[src/rtl/mips_irq_timer_pkg.sv]
// Shared definitions for the MIPS54 SoC interrupt/timer block: register map
// and the position of the timer bit in the pending vector.
package mips_soc_pkg;

  typedef enum logic [1:0] {
    ADDR_COUNT   = 2'd0,
    ADDR_COMPARE = 2'd1,
    ADDR_PENDING = 2'd2,
    ADDR_MASK    = 2'd3
  } reg_addr_e;

  // The timer sits directly above the external lines.
  function automatic int timer_bit(input int n_irq);
    return n_irq;
  endfunction

endpackage

[src/rtl/mips_irq_timer_if.sv]
// CPU register port of the interrupt/timer unit, decoded in the SoC top.
interface mips_irq_timer_if;

  logic        we;
  logic [1:0]  addr;
  logic [31:0] wdata;
  logic [31:0] rdata;

  modport master (output we, output addr, output wdata, input rdata);
  modport slave  (input we, input addr, input wdata, output rdata);

endinterface

[src/rtl/mips_irq_timer_sync.sv]
// Per-line synchroniser: SYNC_STAGES flops, then either the level itself or a
// one-cycle rising-edge pulse.
module irq_sync_edge #(
  parameter int SYNC_STAGES = 2,
  parameter bit LEVEL       = 1'b0
) (
  input  logic clk,
  input  logic reset,
  input  logic i_irq,
  output logic o_evt
);

  logic [SYNC_STAGES-1:0] r_sync;
  logic                   w_sync_out;

  always_ff @(posedge clk) begin
    if (reset) begin
      r_sync <= '0;
    end else begin
      r_sync <= {r_sync[SYNC_STAGES-2:0], i_irq};
    end
  end

  assign w_sync_out = r_sync[SYNC_STAGES-1];

  if (LEVEL) begin : g_level
    assign o_evt = w_sync_out;
  end else begin : g_edge
    logic r_dly;

    always_ff @(posedge clk) begin
      if (reset) begin
        r_dly <= 1'b0;
      end else begin
        r_dly <= w_sync_out;
      end
    end

    assign o_evt = w_sync_out & ~r_dly;
  end

endmodule

[src/rtl/mips_irq_timer.sv]
// Interrupt and Count/Compare timer unit feeding CP0: synchronised external
// lines with sticky or level pending bits, masking, and a prescaled timer.
module mips_irq_timer
  import mips_soc_pkg::*;
#(
  parameter int                 N_IRQ       = 5,
  parameter int                 COUNT_W     = 32,
  parameter int                 PRESCALE    = 2,
  parameter int                 SYNC_STAGES = 2,
  parameter logic [N_IRQ-1:0]   LEVEL_MASK  = '0
) (
  input  logic                 clk,
  input  logic                 reset,
  input  logic [N_IRQ-1:0]     irq_in,
  mips_irq_timer_if.slave      bus,
  input  logic                 status_ie,
  input  logic                 status_exl,
  output logic                 intr,
  output logic [N_IRQ:0]       ip,
  output logic                 timer_int
);

  localparam int TBIT  = timer_bit(N_IRQ);
  localparam int PRE_W = (PRESCALE > 1) ? $clog2(PRESCALE) : 1;
  localparam logic [PRE_W-1:0] PRE_MAX = PRE_W'(PRESCALE - 1);

  logic [PRE_W-1:0]   r_pre;
  logic [COUNT_W-1:0] r_count;
  logic [COUNT_W-1:0] r_compare;
  logic [N_IRQ:0]     r_mask;
  logic               r_tpend;

  logic               w_wr_count;
  logic               w_wr_compare;
  logic               w_wr_pend;
  logic               w_wr_mask;
  logic               w_tick;
  logic               w_count_upd;
  logic [COUNT_W-1:0] w_count_next;
  logic               w_match;
  logic [N_IRQ-1:0]   w_evt;
  logic [N_IRQ-1:0]   w_lines;
  logic [N_IRQ:0]     w_pending;
  logic [N_IRQ:0]     w_active;
  logic               w_unused;

  assign w_wr_count   = bus.we && (bus.addr == ADDR_COUNT);
  assign w_wr_compare = bus.we && (bus.addr == ADDR_COMPARE);
  assign w_wr_pend    = bus.we && (bus.addr == ADDR_PENDING);
  assign w_wr_mask    = bus.we && (bus.addr == ADDR_MASK);

  // Upper write-data bits beyond each register width are deliberately ignored.
  assign w_unused = &{1'b0, bus.wdata};

  for (genvar i = 0; i < N_IRQ; i++) begin : g_line
    irq_sync_edge #(
      .SYNC_STAGES (SYNC_STAGES),
      .LEVEL       (LEVEL_MASK[i])
    ) u_sync (
      .clk   (clk),
      .reset (reset),
      .i_irq (irq_in[i]),
      .o_evt (w_evt[i])
    );

    if (LEVEL_MASK[i]) begin : g_level
      assign w_lines[i] = w_evt[i];
    end else begin : g_edge
      logic r_pend;

      // A new edge outranks a simultaneous software clear.
      always_ff @(posedge clk) begin
        if (reset) begin
          r_pend <= 1'b0;
        end else if (w_evt[i]) begin
          r_pend <= 1'b1;
        end else if (w_wr_pend && bus.wdata[i]) begin
          r_pend <= 1'b0;
        end
      end

      assign w_lines[i] = r_pend;
    end
  end

  assign w_pending = {r_tpend, w_lines};
  assign w_active  = w_pending & r_mask;

  // A COUNT write restarts the prescaler and suppresses that cycle's tick.
  assign w_tick = (r_pre == PRE_MAX) && !w_wr_count;

  always_comb begin
    w_count_next = r_count;
    w_count_upd  = 1'b0;
    if (w_wr_count) begin
      w_count_next = bus.wdata[COUNT_W-1:0];
      w_count_upd  = 1'b1;
    end else if (w_tick) begin
      w_count_next = r_count + 1'b1;
      w_count_upd  = 1'b1;
    end
  end

  assign w_match = w_count_upd && (w_count_next == r_compare);

  always_ff @(posedge clk) begin
    if (reset) begin
      r_pre     <= '0;
      r_count   <= '0;
      r_compare <= '1;
      r_mask    <= '0;
      r_tpend   <= 1'b0;
      intr      <= 1'b0;
      ip        <= '0;
      timer_int <= 1'b0;
    end else begin
      if (w_wr_count || w_tick) begin
        r_pre <= '0;
      end else begin
        r_pre <= r_pre + 1'b1;
      end
      r_count <= w_count_next;

      if (w_wr_compare) begin
        r_compare <= bus.wdata[COUNT_W-1:0];
      end
      if (w_wr_mask) begin
        r_mask <= bus.wdata[N_IRQ:0];
      end

      // Rewriting COMPARE acknowledges the timer even against a same-cycle match.
      if (w_wr_compare) begin
        r_tpend <= 1'b0;
      end else if (w_match) begin
        r_tpend <= 1'b1;
      end else if (w_wr_pend && bus.wdata[TBIT]) begin
        r_tpend <= 1'b0;
      end

      ip        <= w_active;
      timer_int <= r_tpend;
      intr      <= (|w_active) && status_ie && !status_exl;
    end
  end

  always_comb begin
    bus.rdata = '0;
    case (bus.addr)
      ADDR_COUNT:   bus.rdata = 32'(r_count);
      ADDR_COMPARE: bus.rdata = 32'(r_compare);
      ADDR_PENDING: bus.rdata = 32'(w_pending);
      ADDR_MASK:    bus.rdata = 32'(r_mask);
      default:      bus.rdata = '0;
    endcase
  end

endmodule

[src/flat_wrapper.sv]
// flat-port wrapper written by rule: the top's interface ports become plain ports
module mips_irq_timer_flat import mips_soc_pkg::*;
#(
  parameter int                 N_IRQ       = 5,
  parameter int                 COUNT_W     = 32,
  parameter int                 PRESCALE    = 2,
  parameter int                 SYNC_STAGES = 2,
  parameter logic [N_IRQ-1:0]   LEVEL_MASK  = '0
)
  (clk, reset, irq_in, status_ie, status_exl, intr, ip, timer_int, bus_we, bus_addr, bus_wdata, bus_rdata);
  mips_irq_timer_if bus_i ();
  input  logic clk;
  input  logic reset;
  input  logic [N_IRQ-1:0] irq_in;
  input  logic status_ie;
  input  logic status_exl;
  output logic intr;
  output logic [N_IRQ:0] ip;
  output logic timer_int;
  input wire logic [$bits(bus_i.we)-1:0] bus_we;
  input wire logic [$bits(bus_i.addr)-1:0] bus_addr;
  input wire logic [$bits(bus_i.wdata)-1:0] bus_wdata;
  output wire logic [$bits(bus_i.rdata)-1:0] bus_rdata;
  assign bus_i.we = bus_we;
  assign bus_i.addr = bus_addr;
  assign bus_i.wdata = bus_wdata;
  assign bus_rdata = bus_i.rdata;
  mips_irq_timer #(.N_IRQ(N_IRQ), .COUNT_W(COUNT_W), .PRESCALE(PRESCALE), .SYNC_STAGES(SYNC_STAGES), .LEVEL_MASK(LEVEL_MASK)) u_core (.clk(clk), .reset(reset), .irq_in(irq_in), .bus(bus_i), .status_ie(status_ie), .status_exl(status_exl), .intr(intr), .ip(ip), .timer_int(timer_int));
endmodule
[config.mk]
export PLATFORM = sky130hd
export DESIGN_NAME = mips_irq_timer_flat
export DESIGN_NICKNAME = d
export VERILOG_FILES = /design/src/rtl/mips_irq_timer_pkg.sv /design/src/rtl/mips_irq_timer_if.sv /design/src/rtl/mips_irq_timer_sync.sv /design/src/rtl/mips_irq_timer.sv /design/src/flat_wrapper.sv
export SDC_FILE = /design/constraint.sdc
export NUM_CORES = 1
export LEC_CHECK = 0
export BUFFER_PORTS_ARGS = -buffer_cell sky130_fd_sc_hd__buf_2
export CAP_MARGIN = 0
export CELL_PAD_IN_SITES_DETAIL_PLACEMENT = 0
export CELL_PAD_IN_SITES_GLOBAL_PLACEMENT = 2
export CORE_MARGIN = 2
export CORE_UTILIZATION = 37
export CTS_CLUSTER_SIZE = 24
export DETAILED_ROUTE_END_ITERATION = 10
export PLACE_DENSITY = 0.85
export SLEW_MARGIN = 30
export SYNTH_ARGS = -nofsm -noshare
export SYNTH_HDL_FRONTEND = slang
export SYNTH_HIERARCHICAL = 1
export SYNTH_SLANG_ARGS = --single-unit
[constraint.sdc]
create_clock -name clk -period 10.1 [get_ports clk]
set_clock_uncertainty 0.1 [all_clocks]
set_input_delay 2.02 -clock clk [delete_from_list [all_inputs] [get_ports clk]]
set_output_delay 2.02 -clock clk [all_outputs]
set_load 0.02 [all_outputs]
# Word-level counts from Yosys, hierarchy flattened

Cells that the tools add are included.

Reductions and logical operators: 27
Bitwise operators: 11
Multiplexer cells: 17
Add/sub/neg operators: 2
Eq/ne operators: 4

Operators with widths:

| operator                                             | number |
|---|---|
| one-hot mux 32 bit (4 select lines)                  | 1 |
| two-way mux 32 bit                                   | 2 |
| adder 32 x 1 -> 32 bit (second input constant)       | 1 |
| equality test 32 bit                                 | 1 |
| logical AND 1 bit                                    | 14 |
| two-way mux 1 bit                                    | 14 |
| nonzero test 2 bit                                   | 6 |
| AND 6 bit                                            | 1 |
| OR reduction 6 bit                                   | 1 |
| AND 1 bit                                            | 5 |
| inverter 1 bit                                       | 5 |
| equality test 2 bit (second input constant)          | 2 |
| OR reduction 2 bit                                   | 2 |
| equality test 2 x 1 -> 1 bit (second input constant) | 1 |
| logical NOT 1 bit                                    | 2 |
| logical NOT 2 bit                                    | 1 |
| adder 1 bit (second input constant)                  | 1 |
| logical OR 1 bit                                     | 1 |

Output and inout port bits: 40
Bits of input ports: 44
Word-level logic and storage cells: 84
Flip-flop bits (word level): 100

# Depth between registers and ports, before layout

Depth after elaboration: 9
Mapped depth: 11
Mapped depth without buffers: 9

# Modules after synthesis

The synthesis kept the hierarchy.

By module, submodules not included:

| module         | cells each | area each (µm²) | sequential area each (µm²) | times used |
|---|---|---|---|---|
| mips_irq_timer | 686        | 5347.6          | 1701.6                     | 1 |
| irq_sync_edge  | 7          | 87.6            | 60.1                       | 5 |

# Worst setup path before layout

OpenSTA, ideal clock, no wires.

Kind: input-to-output
From: input port bus_addr[0]
To: output port bus_rdata[11]
Stages on the path: 5
Buffers on the path: 3
Path slack: 4.215 ns
Arrival: 3.765 ns
Cell sequence: buf_1 -> clkbuf_1 -> buf_1 -> mux2i_1 -> nor2_1

Word-level cells in the longest chain between the ends: 2

RTL lines:

| what                                        | line                  | text |
|---|---|---|
| start: declaration                          | flat_wrapper.sv:21    | `input wire logic [$bits(bus_i.addr)-1:0] bus_addr;` |
| equality test 2 bit (tied with other cells) | mips_irq_timer.sv:148 | `case (bus.addr)` |
| one-hot mux 32 bit (4 select lines) *       | mips_irq_timer.sv:148 |  |
| end: declaration                            | flat_wrapper.sv:23    | `output wire logic [$bits(bus_i.rdata)-1:0] bus_rdata;` |

Mark *: on every way between the ends. The rest lies on a longest branch, timed or not.

# Worst setup path in the final report

From: input port bus_addr[0]
To: output port bus_rdata[2]

Same word-level chain as after synthesis.

==> impl_metrics.yaml <==
outcome:
  run_status: "complete, no violations"
synthesis:
  synth_top_area_share: 0.346
  yosysSeqAreaShare: 0.346
  netlist_area_sq_um: 5790
  yosysMostFrequentCell: "dfxtp_1"
  syn-num-nets: 766
  yosysTopAreaCell: "dfxtp_1"
  synthCells: 721
  synthDistinctLibCells: 55
  synth_warnings: 6
  synth_common_cells: "dfxtp_1 (100), nand2_1 (97), nor2_1 (91)"
  ys_top_cells_by_area: "dfxtp_1 (35%), nand2_1 (6.3%), mux2i_1 (6.2%), nor2_1 (5.9%), xnor2_1 (5.8%)"
  synthFlopType: "dfxtp_1"
  syn_area_per_cell_sq_um: 8.02
  ys_ff_latch: 100
  async_flop_share: 0
  synth_edf_count: 0
route:
  wl_per_cell_um: 19.3
  drt_first_pass_iters: 9
  drt_iter0_markers: 301
  route.detailed.drc: 0
  wl_um: 19100
  viasPerCell: 5.46
  routed-via-count: 5396
  drtAntennaViolNets: 0
cells_and_area:
  diodes: 0
  multi_input_area_sq_um: 3510
  layout-drive-gt1-share: 0.160
  nets: 817
  regArea_sq_um: 2000
  instances_no_fill: 988
  fin_util: 0.434
  nFillCells: 1587
  syn_to_final_growth_pct: 14.5
die:
  num_io_pins: 84
  dieArea_sq_um: 16700
  die_y_um: 129
  coreArea_sq_um: 15300
  die_x_um: 129
  initial_core_util: 0.379
  fp-row-count: 45
worst_hold_path:
  min-delay-start: "u_core/g_line[3].u_sync/r_sync[0]"
  hold_path_class: "reg2reg"
  min_to: "u_core/g_line[3].u_sync/r_sync[1]"
  whs_path_depth: 1
placed_design:
  hpwl_um: 13800
  pre_cts_slack_ns: 4.49
  dp.cells: 972
  place.gp.congestion: 0.866
  io_buffer_count: 83
pwr:
  leakage_nw: 2.67
  p_total_w: 0.000942
  power_density_nw_per_um2: 142
  peakVddDrop_mv: 0.119
clocking:
  cts_buffers: 9
  path_clk_slew_ns: 0.08
  cts_hold_buffers: 0
  cts_resized: 0
  cts.path.max_buffers: 2
  cts-root-buf: "clkbuf_16"
  cts.sinks: 100
  cts_tree: "built"
  postCtsSetupBuffers: 0
  h-tree-depth: 3
  clk_latency_ns: 0.37
sta:
  worst_slew_pin_slew_ns: 0.816
  setup_slack_ns: 4.58
  setup_viol: 0
  period_share: 0.546
  maxSlewHeadroom: 0.456
  rsz0062_at_grt: "no"
  fin_crit_ns: 5.52
  finalHoldViolations: 0
  fmax_mhz: 181
  setup_tns_ns: 0
  final_max_slew_viol_count: 0
critical_path:
  cp.required_ns: 7.98
  critPathKind: "in2out"
  rr_startpoint: "u_core/r_pre"
  worst-path-max-fanout: 38
  end_kind: "output pin"
  rrSetupSlack_ns: 6.43
  arrival_ns: 3.40
  start_kind: "input port"
  reg2reg_to: "u_core/r_tpend"
  rr_worst_depth: 8
global_routing:
  grt_max_degree: 55
  overflow: 0
  gr-usage-all-layers: 0.236
  grt_pass1_wl_um: 30100
  antenna_found_initial: 0
  grt_pass1_vias: 5351
job:
  maxCapViolations: 0
## kinds of logic after synthesis
kind of cell,count (synthesis),synth area share
flip-flops,100,0.346
AO/OA/AOI/OAI,98,0.122
AND/OR/NAND/NOR,346,0.299
buffers and inverters,69,0.0467
adder cells (fa/ha/maj),1,0.00216
multiplexers,42,0.0856
XOR/XNOR,65,0.0984
## cell type report
| type | count | area share |
|---|---|---|
| clock buffer | 9 | 0.0340 |
| multi-input combinational | 552 | 0.530 |
| tap | 211 | 0.0398 |
| inverter | 15 | 0.00850 |
| sequential | 100 | 0.302 |
| timing repair buffer | 94 | 0.0752 |
| clock inverter | 7 | 0.0102 |
## report_power, final
part / switching [W] / internal (W) / leakage (nW)
sequential: 0.0000285 / 0.000412 / 0.819
clock: 0.000179 / 0.000174 / 0.145
combinational: 0.0000863 / 0.0000615 / 1.70
total: 0.000294 / 0.000648 / 2.67
## routing by layer
layer | vias to the layer above | track usage | wire length (um)
li1 | 2645 | - | -
met1 | 2614 | 0.313 | 8980
met2 | 121 | 0.397 | 9100
met3 | 16 | 0.0528 | 787
met4 | 0 | 0.0499 | 240
met5 | - | 0 | 0
## state kept, by name (all words and copies together) (netlist names)
signal                             cells
u_core/ip                              6
u_core/r_pre                           1
u_core/r_compare                      32
u_core/g_line.g_edge.r_pend            5
u_core/intr                            1
u_core/g_line.u_sync/r_sync           10
u_core/r_tpend                         1
u_core/timer_int                       1
u_core/r_mask                          6
u_core/g_line.u_sync/g_edge.r_dly      5
u_core/r_count                        32
## metrics by stage
| step | hold slack (ns) | instance area, sq um |
|---|---|---|
| after global routing | 0.355 | 6630 |
| after detailed placement | 0.323 | 6330 |
| after global placement | 0.318 | 6330 |
| after floorplan | 0.314 | 5790 |
| after CTS | 0.342 | 6630 |
| final | 0.340 | 6630 |
## how the worst max path moves through the flow
stage                 from        endpoint  slack, ns
3_3_place_gp   bus_addr[1]  u_core/r_tpend       4.51
4_1_cts        bus_addr[0]    bus_rdata[2]       4.55
6_report       bus_addr[0]    bus_rdata[2]       4.58
5_1_grt        bus_addr[0]    bus_rdata[2]       4.52
2_1_floorplan  bus_addr[0]   bus_rdata[11]       4.22
3_5_place_dp   bus_addr[1]  u_core/r_tpend       4.49
## worst max-delay path: stages
cell and delay (ns):
buf_2 0.07, buf_4 0.52, mux4_2 0.59, buf_2 0.17
## cell usage in the layout, fill, tap and decap left out, drive strengths merged, types with 2 or more instances in the layout
master,n
a2111oi,2
a211oi,33
a21oi,14
a221oi,5
a311oi,3
a31oi,3
a32o,2
a32oi,2
and3,4
and4,2
buf,94
clkbuf,9
clkinv,3
dfxtp,100
inv,19
mux2i,36
mux4,6
nand2,97
nand2b,2
nand3,24
nand3b,33
nand4,22
nor2,91
nor2b,24
nor3,19
nor4,11
o2111ai,2
o21a,2
o21ai,11
o22ai,3
o31a,3
o31ai,3
or3,6
or3b,2
or4,4
xnor2,38
xor2,27
Power figures use the tool's default switching activity.
